[src/rtl/mmm_pkg.sv]
// Shared definitions for the Montgomery multiplier sequencer: FSM state
// encoding and the default operand width.
package mmm_pkg;

    localparam int MMM_DEFAULT_WIDTH = 8;

    typedef enum logic [1:0] {
        ST_IDLE    = 2'd0,
        ST_PRECOMP = 2'd1,
        ST_ITER    = 2'd2,
        ST_DONE    = 2'd3
    } mmm_state_e;

endpackage

[src/rtl/mmm_serial_adder.sv]
// Bit-serial full adder used to form m+b one bit per cycle, LSB first.
// The carry flop clears synchronously on reset or on an explicit clear.
module mmm_serial_adder
    import mmm_pkg::*;
(
    input  logic clk,
    input  logic rst_n,
    input  logic clr,
    input  logic en,
    input  logic x,
    input  logic y,
    output logic sum,
    output logic cout
);

    logic carry_q;

    assign sum  = x ^ y ^ carry_q;
    assign cout = (x & y) | (x & carry_q) | (y & carry_q);

    // Carry flop: cleared at the start of each addition, advances while enabled.
    always_ff @(posedge clk) begin
        // NOTE: non-blocking assignments make every flop sample pre-edge values.
        if (!rst_n || clr) begin
            carry_q <= 1'b0;
        end else if (en) begin
            carry_q <= cout;
        end
    end

endmodule

[src/rtl/mmm_sequencer.sv]
// Control sequencer for a bit-serial Montgomery multiplier PE array.
// Captures operands on start, optionally precomputes m+b serially, then
// steps the PE array for WIDTH iterations and pulses done.
// Build option: define MMM_SEQ_PRECOMP_EN to include the PRECOMP phase and
// serial adder; otherwise IDLE goes straight to ITER and mb is tied to 0.
module mmm_sequencer
    import mmm_pkg::*;
#(
    parameter int WIDTH = MMM_DEFAULT_WIDTH
) (
    input  logic             clk,
    input  logic             rst_n,
    input  logic             start,
    input  logic [WIDTH-1:0] a,
    input  logic [WIDTH-1:0] b,
    input  logic [WIDTH-1:0] m,
    input  logic             r0,
    output logic             ai,
    output logic             qi,
    output logic             step,
    output logic [WIDTH:0]   mb,
    output logic             busy,
    output logic             done
);

    localparam int             CW       = $clog2(WIDTH) + 1;
    localparam logic [CW-1:0]  CNT_LAST = CW'(WIDTH - 1);

    mmm_state_e       state_q, state_d;
    logic [CW-1:0]    cnt_q;
    logic [WIDTH-1:0] a_sh_q;
    logic             b0_q;
    logic             cnt_last;
    logic             accept;

    assign cnt_last = (cnt_q == CNT_LAST);
    assign accept   = (state_q == ST_IDLE) && start;

    // State register.
    always_ff @(posedge clk) begin
        if (!rst_n) begin
            state_q <= ST_IDLE;
        end else begin
            state_q <= state_d;
        end
    end

    // Next-state logic.
    always_comb begin
        // NOTE: default assignment first so no path leaves state_d unassigned (no latch).
        state_d = state_q;
        case (state_q)
            ST_IDLE: begin
                if (start) begin
`ifdef MMM_SEQ_PRECOMP_EN
                    state_d = ST_PRECOMP;
`else
                    state_d = ST_ITER;
`endif
                end
            end
`ifdef MMM_SEQ_PRECOMP_EN
            ST_PRECOMP: if (cnt_last) state_d = ST_ITER;
`endif
            ST_ITER:    if (cnt_last) state_d = ST_DONE;
            ST_DONE:    state_d = ST_IDLE;
            default:    state_d = ST_IDLE;
        endcase
    end

    // Output decode; everything is forced low while reset is held.
    always_comb begin
        ai   = 1'b0;
        qi   = 1'b0;
        step = 1'b0;
        busy = 1'b0;
        done = 1'b0;
        if (rst_n) begin
            busy = (state_q != ST_IDLE);
            done = (state_q == ST_DONE);
            if (state_q == ST_ITER) begin
                step = 1'b1;
                ai   = a_sh_q[0];
                qi   = r0 ^ (a_sh_q[0] & b0_q);
            end
        end
    end

    // Phase counter and multiplier-bit shift register.
    always_ff @(posedge clk) begin
        if (!rst_n) begin
            cnt_q  <= '0;
            a_sh_q <= '0;
            b0_q   <= 1'b0;
        end else begin
            case (state_q)
                ST_IDLE: begin
                    if (start) begin
                        cnt_q  <= '0;
                        a_sh_q <= a;
                        b0_q   <= b[0];
                    end
                end
`ifdef MMM_SEQ_PRECOMP_EN
                ST_PRECOMP: cnt_q <= cnt_last ? '0 : cnt_q + CW'(1);
`endif
                ST_ITER: begin
                    cnt_q  <= cnt_last ? '0 : cnt_q + CW'(1);
                    a_sh_q <= a_sh_q >> 1;
                end
                default: ;
            endcase
        end
    end

`ifdef MMM_SEQ_PRECOMP_EN
    logic [WIDTH-1:0] b_sh_q;
    logic [WIDTH-1:0] m_sh_q;
    logic [WIDTH:0]   mb_q;
    logic             add_sum;
    logic             add_cout;

    mmm_serial_adder u_adder (
        .clk   (clk),
        .rst_n (rst_n),
        .clr   (accept),
        .en    (state_q == ST_PRECOMP),
        .x     (m_sh_q[0]),
        .y     (b_sh_q[0]),
        .sum   (add_sum),
        .cout  (add_cout)
    );

    // Serial m+b: operands shift out LSB first, sum bits enter mb at the MSB end.
    always_ff @(posedge clk) begin
        if (!rst_n) begin
            b_sh_q <= '0;
            m_sh_q <= '0;
            mb_q   <= '0;
        end else if (accept) begin
            b_sh_q <= b;
            m_sh_q <= m;
            mb_q   <= '0;
        end else if (state_q == ST_PRECOMP) begin
            b_sh_q           <= b_sh_q >> 1;
            m_sh_q           <= m_sh_q >> 1;
            mb_q[WIDTH-1:0]  <= {add_sum, mb_q[WIDTH-1:1]};
            if (cnt_last) begin
                mb_q[WIDTH] <= add_cout;
            end
        end
    end

    assign mb = rst_n ? mb_q : '0;
`else
    // m and the upper bits of b only feed the precompute path.
    logic unused_precomp_inputs;
    assign unused_precomp_inputs = ^{m, b[WIDTH-1:1]};

    assign mb = '0;
`endif

endmodule

[config.mk]
export PLATFORM = sky130hd
export DESIGN_NAME = mmm_sequencer
export DESIGN_NICKNAME = d
export VERILOG_FILES = /design/src/rtl/mmm_pkg.sv /design/src/rtl/mmm_serial_adder.sv /design/src/rtl/mmm_sequencer.sv
export SDC_FILE = /design/constraint.sdc
export NUM_CORES = 1
export LEC_CHECK = 0
export BUFFER_PORTS_ARGS = -buffer_cell sky130_fd_sc_hd__buf_2
export CAP_MARGIN = 20
export CORE_UTILIZATION = 46
export CTS_CLUSTER_DIAMETER = 40
export DETAILED_ROUTE_END_ITERATION = 12
export GPL_ROUTABILITY_DRIVEN = 0
export PLACE_DENSITY_LB_ADDON = 0.05
export SLEW_MARGIN = 20
export SYNTH_ARGS = -nofsm -noshare
export SYNTH_HDL_FRONTEND = slang
export SYNTH_SLANG_ARGS = --single-unit
export TNS_END_PERCENT = 5
[constraint.sdc]
create_clock -name clk -period 2.1 [get_ports clk]
set_clock_uncertainty 0.05 [all_clocks]
set_input_delay 0.21 -clock clk [delete_from_list [all_inputs] [get_ports clk]]
set_output_delay 0.21 -clock clk [all_outputs]
set_load 0.005 [all_outputs]
== After elaboration in Yosys (flattened, before gate mapping) ==
Index checks and enable logic that the tools add are counted.

* Register bits: 15
* Bits in latches: 0
* Bits in writable memories: 0
* Bits in read-only memories: 0
* Input bits: 28
* Logic and storage cells: 34
* Memories kept: 0

* Add/subtract/negate cells: 1
* Multiply operators: 0
* Divide/modulo/power cells: 0
* Magnitude comparators: 0
* Equality and inequality tests: 5
* Shift-type cells: 0
* Multiplexer cells: 16
* Bitwise logic cells: 2
* Reductions and logical operators: 6

{| class="wikitable"
|+ Operator list
! operator !! count
|-
| 8-bit one-hot mux with 2 select lines || 1
|-
| 1-bit two-way mux || 8
|-
| 4-bit two-way mux || 2
|-
| 8-bit two-way mux || 1
|-
| 4-bit one-hot mux with 2 select lines || 1
|-
| 2-bit AND reduction || 3
|-
| 4-bit by 1-bit adder with 4-bit output (second input constant) || 1
|-
| 2-bit equality test (second input constant) || 2
|-
| 4-bit by 3-bit equality test with 1-bit output (second input constant) || 1
|-
| 2-bit two-way mux || 2
|-
| 2-bit inequality test (second input constant) || 2
|-
| 2-bit one-hot mux with 2 select lines || 1
|-
| 2-bit nonzero test || 2
|-
| 2-bit logical NOT || 1
|-
| 1-bit bitwise AND || 1
|-
| 1-bit XOR || 1
|}

== Depth between registers and ports, before layout ==
Gate-level depths: netlist (run 1).

* Depth after elaboration: 4
* Mapped depth: 5
* Gate-level depth less buffers: 4

== Least setup slack after synthesis (run 1) ==
Ideal clock, no wire load.

* Path kind: register to register
* Start point: register cnt_q[0]
* End point: register cnt_q[3]
* Arrival time: 1.136 ns
* Data required time: 1.974 ns
* Slack: 0.838 ns
* Cell stages (with the launch flop): 4
* Cell sequence: dfxtp_1 ha_1 or4_1 a31oi_1

* Longest elaborated chain between the ends: 3

{| class="wikitable"
|+ RTL lines
! item !! RTL line !! RTL
|-
| from (decl) || mmm_sequencer.sv:30 || <nowiki>logic [CW-1:0] cnt_q;</nowiki>
|-
| from (signal assigned) || mmm_sequencer.sv:108 || <nowiki>cnt_q <= cnt_last ? '0 : cnt_q + CW'(1);</nowiki>
|-
| 4-bit by 1-bit adder with 4-bit output / 4-bit by 3-bit equality test with 1-bit output (equally long branches) || mmm_sequencer.sv:108, mmm_sequencer.sv:36 ||
|-
| 4-bit two-way mux * || mmm_sequencer.sv:108 ||
|-
| 4-bit one-hot mux with 2 select lines * || mmm_sequencer.sv:96 || <nowiki>case (state_q)</nowiki>
|}

Mark *: on every way between the ends. The rest lies on a longest branch, timed or not.
A chain may end at the register's enable or synchronous reset.

== Worst setup path after layout (run 1) ==
* Start point: register state_q[1]
* End point: output port qi

* Longest elaborated chain between the ends: 3

{| class="wikitable"
|+ RTL lines
! item !! RTL line !! RTL
|-
| from (decl) || mmm_sequencer.sv:29 || <nowiki>mmm_state_e state_q, state_d;</nowiki>
|-
| from (signal assigned) || mmm_sequencer.sv:44 || <nowiki>state_q <= state_d;</nowiki>
|-
| 2-bit equality test || mmm_sequencer.sv:81 || <nowiki>if (state_q == ST_ITER) begin</nowiki>
|-
| 1-bit two-way mux || mmm_sequencer.sv:81 ||
|-
| 1-bit two-way mux || mmm_sequencer.sv:78 || <nowiki>if (rst_n) begin</nowiki>
|-
| to (decl) || mmm_sequencer.sv:19 || <nowiki>output logic qi,</nowiki>
|}

No other way between the ends.

==> metrics list, run 1 <==
- Site row count: 14
* Met3 Routed Length: approximately 80 microns
- In this run the number of H-tree levels came out at 1.
- Ports placed on the boundary: 42
* Crit path DAT: 1.52 ns
- Vertical extent of the die: between 40 and 50 microns
- The worst path uses between 80% and 90% of the clock period.
* Area growth from synthesis to final layout: 9.89%
* Post-detailed-placement cell area: roughly 820 sq um
- The top cell types in the final layout, fill and taps aside, are buf_2 (17), dfxtp_1 (15), nand2_1 (13).
- Post-CTS Repair Setup Buffers: 0
- TritonCTS clock tree: built
- Final antenna diode count: 0
- Final hold analysis gives a worst-case slack of ~0.11 ns.
- Crit Path Max Fanout: 12
- Number of filler cells placed in the layout: roughly 150
* Share of synthesized area occupied by flip-flops and latches: between 30% and 40%
- Entering global routing, the biggest net connects 13 pins.
* Via density: roughly 5.3
- The tool flagged a number of max-cap violations equal to 0.
* Global-route wire length before repair: between 2 and 2.5 mm
- Clock buffers created by TritonCTS: 3
* Synth async-reset ratio: 0%
* Placeable core area: about 1500 sq um
- Global route total overflow: 0
- The initial utilization of the core area, before any placement, comes to between 50% and 60%.
* Post-synthesis register bit count: 15
- The Yosys step of the flow raised 0 warnings.
- Setup total negative slack on the finished layout was measured at 0 ns.
- Met1 wire length: between 700 and 800 microns
- The first routing iteration left 13 violations.
* Netlist Area Pre-Place: roughly 770 sq um
* Cell Pwr Density: between 600 and 700 nW/um^2
* Number of buffers added on ports: 17
- Number of remaining DRC errors: 0
- Overall routing resource usage: around 17%
* Clock-pin slew of the registers on the worst-case setup and hold paths: around 0.09 ns
- Minimum clock period after layout: between 1.5 and 2 ns
* Final-report max-slew violation count: 0
- The initial antenna violation count was 0.
- Setup violations remaining at the end of the flow were counted as 0.
* Antenna viol nets, final: 0
* Layout cell share with drive strength beyond 1: approximately 22%
- Crit. End Element: primary output
* Post-cts sizing count: 0
* Cells after Synth: 95
- Via count of the first global-routing pass: roughly 530
- For this design the static power due to leakage is between 0.3 and 0.4 nW.
- Required arrival time at the worst endpoint: roughly 1.8 ns
* R2R setup slack: approximately 0.66 ns
- STA classifies the critical path startpoint as a flop.
- Number of enable-type register cells in the synthesized netlist: 0
- The finished cells cover approximately 850 sq um.
* Wire length reported by the detailed router: between 1 and 1.5 mm
- The number of hold-slack violations in the final timing report was 0.
- Among all flip-flop cells after synthesis, the most frequent one is dfxtp_1.
- The routed layout has 677 vias.
* Library cells used by synthesis: 30
- Start-to-end type of the worst setup path: reg2out
- Highest signal layer in the routed design: met4
* Cts hold-fix bufs: 0
- Leaving out fill and tap cells, the most frequent cell in the layout is buf_2.
- The worst hold path belongs to the class in2reg.
- Number of nets at the end of the flow: around 140
- Buffer type at the clock tree root: clkbuf_4
- Clock latency on the worst-skew pair: a little under 0.3 ns
* DRT Pass-1 Iters: 4
- Dividing the detail-routed wire length by the instance count gives 11.1 microns.
- The die covers approximately 1800 sq um.
* Max rail drop VDD: 0.350 mV
- Setup repair after global routing missed its margin: false
- Chip Width: ~43 microns
- No sink is reached through more buffers than the 2 on the longest clock path.
- The flow ran to the end, and the final reports show no timing, DRC or antenna violations.
- Summed over all nets, wire length on met2 after detailed routing comes to slightly above 600 microns.
- CTS sink count: 15
* Placed wire-length estimate: roughly 1.1 mm
* Maximum achievable frequency: ~560 MHz
* Synthesized area per cell: approximately 8 sq um
worst max-delay path, stage by stage (launching register included):
cell and delay [ns]:
dfxtp_1 0.58, nor2b_1 0.18, buf_4 0.17, nand2_1 0.10, nor2_1 0.10, buf_2 0.11
per-stage QoR:
| step | setup slack (ns) | instances | utilization, % | power (W) |
|---|---|---|---|---|
| floorplan | 0.838 | 103 | - | 0.000386 |
| global placement | 0.629 | 124 | 53.3 | 0.000400 |
| detailed placement | 0.643 | 124 | 53.3 | 0.000401 |
| CTS | 0.323 | 128 | 55.0 | 0.000565 |
| global route | 0.211 | 128 | 55.0 | 0.000592 |
| finish | 0.316 | 128 | 55.0 | 0.000561 |
cells by family (layout without fill, tap and decap cells):
| kind of cell | after synthesis | in the layout | synth area share (%) |
|---|---|---|---|
| compound gates | 24 | 24 | 20.3 |
| flops | 15 | 15 | 38.9 |
| xor+xnor | 1 | 1 | 1.13 |
| simple gates | 36 | 36 | 23.2 |
| buf+inv | 17 | 26 | 14.4 |
| fa+ha+maj | 1 | 1 | 1.62 |
| other cells | 1 | 9 | 0.486 |
final timing paths:
check	from	end	cells past startpoint
worst max-delay path	state_q[1]	qi	5
worst min-delay path	a[1]	a_sh_q[1]	3
worst min register to register	b0_q	b0_q	2
worst max register to register	state_q[1]	cnt_q[3]	3
sequential cells by signal (all words and copies together), names as in the netlist:
name	flops
b0_q	1
state_q	2
cnt_q	4
a_sh_q	8
layer usage:
metal  vias up  track usage [%]
li1        344                -
met1       308             23.0
met2        21             24.5
met3         4             3.40
met4         0             9.09
met5         -                0
final cells by class:
type / instances / area (sq um) / area share (%)
clock buffers: 4 / 26.3 / 3.10
inverters: 3 / 11.3 / 1.33
multi-input cells: 71 / 390 / 46.0
flip-flops and latches: 15 / 300 / 35.4
well taps: 16 / 20.0 / 2.36
repair buffers: 19 / 100 / 11.8
cells in the mapped netlist, types with 2 or more instances:
cell type	instances	area, sq um
dfxtp_1	15	300
inv_1	2	7.51
buf_4	10	75.1
o221ai_1	2	17.5
and3_1	2	12.5
nand3b_1	2	15.0
a22oi_1	2	15.0
nor3b_1	2	15.0
nor2_1	11	41.3
buf_2	2	10.0
o21ai_0	3	15.0
nand3_1	2	10.0
nand2_1	13	48.8
a21oi_1	11	55.1
power breakdown:
group | internal, W | switching, W | total (W)
registers | 0.000302 | 0.0000128 | 0.000314
logic | 0.0000361 | 0.0000435 | 0.0000796
clock network | 0.0000738 | 0.0000934 | 0.000167
total | 0.000412 | 0.000150 | 0.000561
No activity file was read; power rests on OpenSTA's default activity.
==> run 2: changes to the inputs <==
- ABC_AREA: unset -> 1
- CORE_UTILIZATION: 46 -> 39
- clock period: 2.1 -> 1.6 ns (I/O delays scaled with it)
==> run 2 against run 1 <==
  * Synthesized area rose by 2.3%
  * Flip-flop and latch count did not move
  * Via count rose by 13%
  * Highest routed layer unchanged
  * Critical path type unchanged
  * Routed wire length rose by 14%
==> metrics list, run 2 <==
* Multiplexer share of the synthesized area: 0%
* Setup repair after global routing missed its margin: false
- End point of the most critical hold path: b0_q
* Main combinational cell family by area after synthesis: simple AND/OR/NAND/NOR gates
* Number of cell instances on the worst register-to-register path: 7
- Most common cell after layout, fill and taps aside: nand2_1
- Compound-Gate Fraction of Synth Area: between 10% and 20%
- Worst-case setup margin in the final layout: roughly 0.13 ns
* Final antenna diode count: 0
* Reg with most FFs: a_sh_q
* Buffer type at the clock tree root: clkbuf_4
- Final total negative setup slack: 0 ns
- Summed over all nets, the half-perimeter wirelength after detailed placement is about 1.1 mm.
* Reg-to-reg critical path startpoint: state_q[0]
- The clock passes through at most 2 buffers.
* Number of antenna violations at the first check in global routing: 0
- In this run the cell area of the synthesized design comes to 790 sq um.
- Largest cells by area after synthesis: dfxtp_1 (38%), nand2_1 (14%), nor2_1 (10%)
- In this run the register-to-register setup slack is 0.32 ns.
* Vertical extent of the die: 47.0 microns
- For the worst setup path, the data arrival time is roughly 1.3 ns.
* CTS sink count: 15
- Minimum clock period after layout: 1.47 ns
- Most common cell in the synthesized netlist: nand2_1
* Final period util: 91.8%
- The largest total area in the synthesized netlist belongs to dfxtp_1.
* Via count of the first global-routing pass: between 600 and 700
- In the layout the commonest cells are nand2_1 (30), nor2_1 (22), buf_2 (17).
- Dominant register cell in the synthesized netlist: dfxtp_1
- In the final layout, the share of cells above drive strength 1 is roughly 22%.
* Site row count: 15
- Clock tree synthesis inserted a total of 3 buffers.
* DRT Pass-1 Iters: 4
* Max rail drop VDD: around 0.63 mV
- Launching element type of the critical path: flop
- Flip-flop count of the largest register, all copies and words added: 8
* Total via count after detailed routing: around 760
* Crit Path Max Fanout: 10
- In this run the most critical hold path is launched from b[0].
- Required arrival time at the worst endpoint: approximately 1.4 ns
- Pin count of the biggest net entering global routing: 13
* XOR/XNOR share of the synthesized area: 0%
- Synthesis instantiated 19 different standard cells from the library.
* Cts hold-fix bufs: 0
- Cells after Synth: 116
- Share of Yosys cell area claimed by the top area cell type: 38.0%
- In this run the mean area of a mapped cell was between 6 and 7 sq um.
- Compared with the post-synthesis result, the final layout area differs by 15.5%.
- The later pin in the worst-skew pair is clocked with a latency of a little under 0.3 ns.
- The die covers about 2200 sq um.
- For this block, the routed nets add up to ~1.6 mm of wire.
- Placement Setup Slack: around 0.27 ns
- 42 I/O pins were placed.
- In the routed layout, each cell is associated on average with a via count of about 4.8.
- Routed len/inst: 10.1 microns
- The initial utilization of the core area, before any placement, comes to approximately 44%.
- First DRT Iteration DRCs: 9
- The count of final max-slew check failures was 0.
- Clock-pin slew of the registers on the worst-case setup and hold paths: approximately 0.090 ns
* Chip Width: 47.0 microns
- Synthesis inferred 15 register bits.
* Maximum achievable frequency: about 680 MHz
- Share of synthesized area occupied by flip-flops and latches: between 30% and 40%
- Global routing used 17.4% of the available tracks across all layers.
- Setup violations remaining at the end of the flow were counted as 0.
- Dividing total power by cell area gives a power density of 880 nW/um^2.
- The worst hold path was traced through 3 stages.
- The min-delay analysis places its worst path in the category in2reg.
* Placeable core area: 1800 sq um
- The worst setup path is captured at a primary output.
* Number of nets at the end of the flow: around 170
* Start-to-end type of the worst setup path: reg2out
- Post-synthesis adder-cell area fraction: about 1.6%
- Of all flip-flops after synthesis, the portion carrying an async set or reset was 0%.
- The Yosys step of the flow raised 0 warnings.
* Global route total overflow: 0
- Once detail routing completed, the nets flagged for antenna violations numbered 0.
* Registers with the most flip-flops: a_sh_q (8), cnt_q (4), state_q (2)
* TritonCTS clock tree: built
- The filler cells instantiated in the layout total just over 200.
* Worst flop-to-flop path endpoint: cnt_q[3]
- The analysis attributes to cell leakage a power of 0.460 nW.
* Top post-synthesis cells by count: nand2_1 (30), nor2_1 (22), dfxtp_1 (15)
- The flow ran to the end, and the final reports show no timing, DRC or antenna violations.
- Number of remaining DRC errors: 0
- Global-route wire length before repair: ~2.6 mm
* Synth Area in Simple Gates: ~35%
* Count of endpoints failing hold in the final timing report: 0
* Maximum level of the CTS H-tree: 1
- The tool flagged a number of max-cap violations equal to 0.
- Yosys mapped a number of flops with a built-in enable equal to 0.
- Number of buffers added on ports: 17
==> run 2: critical path: stages (launching register included) <==
cell and delay, ns:
dfxtp_1 0.33, inv_4 0.09, nand2_8 0.09, inv_6 0.09, nand2_2 0.09, nor3_2 0.15
buf_2 0.12
==> run 2: worst max path at each step <==
stage	slack, ns	from	depth (start not counted)	to
after global placement	0.29	state_q[1]	5	qi
after global routing	0.01	state_q[1]	5	qi
after detailed placement	0.27	state_q[1]	5	qi
final	0.13	state_q[0]	6	qi
after floorplan	0.51	state_q[1]	4	qi
after CTS	0.008	state_q[0]	6	qi
==> run 2: final cells by class <==
cell class | count | area (sq um) | area share (%)
Timing Repair Buffer | 18 | 92.6 | 10.2
Multi-Input combinational cell | 90 | 420 | 46.1
Sequential cell | 15 | 304 | 33.3
Clock buffer | 4 | 26.3 | 2.88
Inverter | 8 | 37.5 | 4.12
Tap cell | 25 | 31.3 | 3.43
==> run 2: logic make-up (layout without fill, tap and decap cells) <==
logic type                 count (synthesis)  count (layout)
AOI/OAI and AO/OA                         17              17
other                                      1               9
buffers and inverters                     19              30
adders and majority gates                  1               1
and+or+nand+nor                           63              63
DFF                                       15              15
==> run 2: timing repair <==
item                                    CTS  global route
buffers inserted                          0             1
endpoints found under the setup margin    1             1
resized for setup                         2             5
==> run 2: metrics by stage <==
stage	area (sq um)	instances	hold slack, ns	total power (W)	util [%]
finish	912	160	0.0510	0.000803	50.6
CTS	883	159	0.0484	0.000806	49.0
floorplan	820	124	0.250	0.000552	-
detailed placement	853	155	0.355	0.000578	47.4
global placement	853	155	0.346	0.000575	47.4
global route	912	160	0.0452	0.000864	50.6
==> run 2: layer usage <==
metal / share of wire, % / up-vias / track usage, %
met1: 47 / 342 / 21.8
met2: 45 / 29 / 27.5
met5: 0 / - / 0
li1: - / 389 / -
met4: 0.74 / 0 / 5.14
met3: 6.8 / 2 / 6.92
==> run 2: power breakdown <==
part / switching [W] / total [W] / internal [W] / leakage (nW)
Sequential: 0.0000219 / 0.000425 / 0.000403 / 0.124
Clock: 0.000127 / 0.000223 / 0.0000969 / 0.0150
Combinational: 0.0000953 / 0.000154 / 0.0000589 / 0.321
==> run 3: changes to the inputs <==
- GPL_ROUTABILITY_DRIVEN: 0 -> unset
- GPL_TIMING_DRIVEN: unset -> 0
==> run 3 against run 2 <==
  * Non-clock buffer count increased by 11
  * First-iteration DRC count decreased by 67%
  * Combinational power increased by 14%
  * Critical path depth unchanged
  * Largest cell class unchanged
  * Cell area increased by 8.6%
  * Setup slack got worse by 0.030 ns
==> metrics list, run 3 (synthesis results as in run 2) <==
- Cell Pwr Density: around 830 nW/um^2
- HP Class: in2reg
* Wire length reported by the detailed router: around 1.5 mm
* Buffer type at the clock tree root: clkbuf_4
* Number of nets at the end of the flow: 176
- The core region is 1800 sq um.
* Global route total overflow: 0
- In this run the number of H-tree levels came out at 1.
* DRT Pass-1 Iters: 4
- Clock buffers created by TritonCTS: 3
- Start-to-end type of the worst setup path: reg2out
* Net switching component of the power: roughly 0.00024 W
* Number of cell instances on the worst register-to-register path: 6
- The congestion estimate from routability-driven global placement came to 0.839.
- For this configuration, the core starts out at a cell density of between 40% and 50%.
* Crit path DAT: around 1.3 ns
* Clock latency on the worst-skew pair: ~0.28 ns
- The worst hold path was traced through 3 stages.
- Vertical extent of the die: ~47 microns
- Switch share: 29.8%
- Final antenna diode count: 0
- TritonCTS clock tree: built
- The clock passes through at most 2 buffers.
- The clock network burns roughly a quarter of the power.
- Static timing analysis puts the maximum clock frequency at 668 MHz.
- Pin count of the biggest net entering global routing: 11
* Part of the total power dissipated in combinational logic: 21.5%
- Registers with the most flip-flops: a_sh_q (8), cnt_q (4), state_q (2)
* Count of endpoints failing hold in the final timing report: 0
* Antenna viol nets, final: 0
* Max-capacitance violation count: 0
- Cells fill ~55% of the core in the end.
- Max rail drop VDD: about 0.55 mV
- Dividing the detail-routed wire length by the instance count gives between 8 and 9 microns.
- Site row count: 15
- Area growth from synthesis to final layout: 25.5%
- The post-route netlist has approximately 27% of its cells at a drive strength greater than 1.
- Clock-pin slew was measured on the worst setup and hold paths at around 0.090 ns.
- The floorplan step defined a die boundary enclosing around 2200 sq um.
- Of all nets on the critical path, the largest fanout is 10.
* P_leak: ~0.52 nW
- STA puts the critical path data required time at about 1.4 ns.
* Minimum clock period after layout: between 1 and 1.5 ns
* Final setup viols: 0
- Counting every sink on the clock net gives 15.
- Of the available clock period, the critical path in the final layout requires 93.6%.
- Number of remaining DRC errors: 0
- Register area: ~300 sq um
- Number of filler cells placed in the layout: approximately 200
- Crit. End Element: primary output
- First DRT Iteration DRCs: 3
- Summed over all failing endpoints, the final setup total negative slack is 0 ns.
- Reg with most FFs: a_sh_q
* Number of buffers added on ports: 17
* Most frequent cells in the layout: nand2_1 (30), nor2_1 (22), buf_2 (17)
* Via count of the first global-routing pass: 572
- Detailed placement ended at an HPWL of between 1 and 1.5 mm.
- The run finished with clean final reports.
- The register with the most flip-flops in the layout has 8 of them.
- Dividing the detail-routed via count by the number of cells gives ~4.4.
* Launching element type of the critical path: flop
- Overall routing resource usage: between 15 and 20%
* Chip Width: 47.0 microns
* Most common cell after layout, fill and taps aside: nand2_1
* Setup repair after global routing missed its margin: false
* Ports placed on the boundary: 42
- Number of antenna violations at the first check in global routing: 0
* Global-route wire length before repair: 2.41 mm
- The internal power of the cells totals roughly 0.00057 W.
- Area of the multi-input gates: about 420 sq um
- Total via count after detailed routing: approximately 760
* Final-report max-slew violation count: 0
- Sequential share of power: roughly half
## run 3: worst paths after layout
| path | start | to | slack (ns) |
|---|---|---|---|
| worst min-delay path | b[0] | b0_q | 0.06 |
| worst max-delay path | state_q[0] | qi | 0.10 |
| worst max register to register | cnt_q[0] | cnt_q[3] | 0.42 |
| worst min register to register | a_sh_q[7] | a_sh_q[7] | 0.43 |
## run 3: layout make-up
cell class,count,area share [%]
buffer,11,8.33
timing repair buffer,18,9.34
multi-input combinational,90,41.9
sequential,15,30.4
clock buffer,3,2.27
clock inverter,1,0.505
inverter,8,4.04
tap,25,3.16
## run 3: through the flow
| step | instances | power [W] | area (sq um) | setup slack (ns) | hold WS (ns) |
|---|---|---|---|---|---|
| floorplan | 124 | 0.000552 | 820 | 0.509 | 0.250 |
| global placement | 166 | 0.000596 | 936 | 0.290 | 0.340 |
| detailed placement | 166 | 0.000599 | 936 | 0.270 | 0.369 |
| CTS | 170 | 0.000819 | 967 | 0.0120 | 0.0624 |
| global route | 171 | 0.000881 | 991 | 0.00154 | 0.0655 |
| finish | 171 | 0.000819 | 991 | 0.102 | 0.0623 |
## run 3: what timing repair did
action | 4_1_cts | 5_1_grt
endpoints found under the hold margin | 0 | 0
hold buffers | 0 | 0
buffers inserted | 0 | 1
endpoints found under the setup margin | 1 | 1
gates resized for setup | 2 | 4
## run 3: power groups by stage
stage               clock (W)  sequential [W]  combinational (W)
floorplan                   0        0.000427           0.000125
global placement            0        0.000430           0.000166
detailed placement          0        0.000431           0.000168
CTS                  0.000226        0.000423           0.000171
global route         0.000252        0.000428           0.000201
finish               0.000218        0.000424           0.000176
## run 3: critical path: stages (launching register included)
cell     delay (ns)
dfxtp_1        0.33
inv_4          0.10
nand2_8        0.10
inv_8          0.09
nand2_2        0.08
nor3_1         0.16
buf_2          0.13
## run 3: per-layer routing
metal  routed length (microns)  track usage (%)
met5                         0                0
met1                       728             20.0
met2                       681             25.3
met4                        24             8.57
met3                        97             4.62
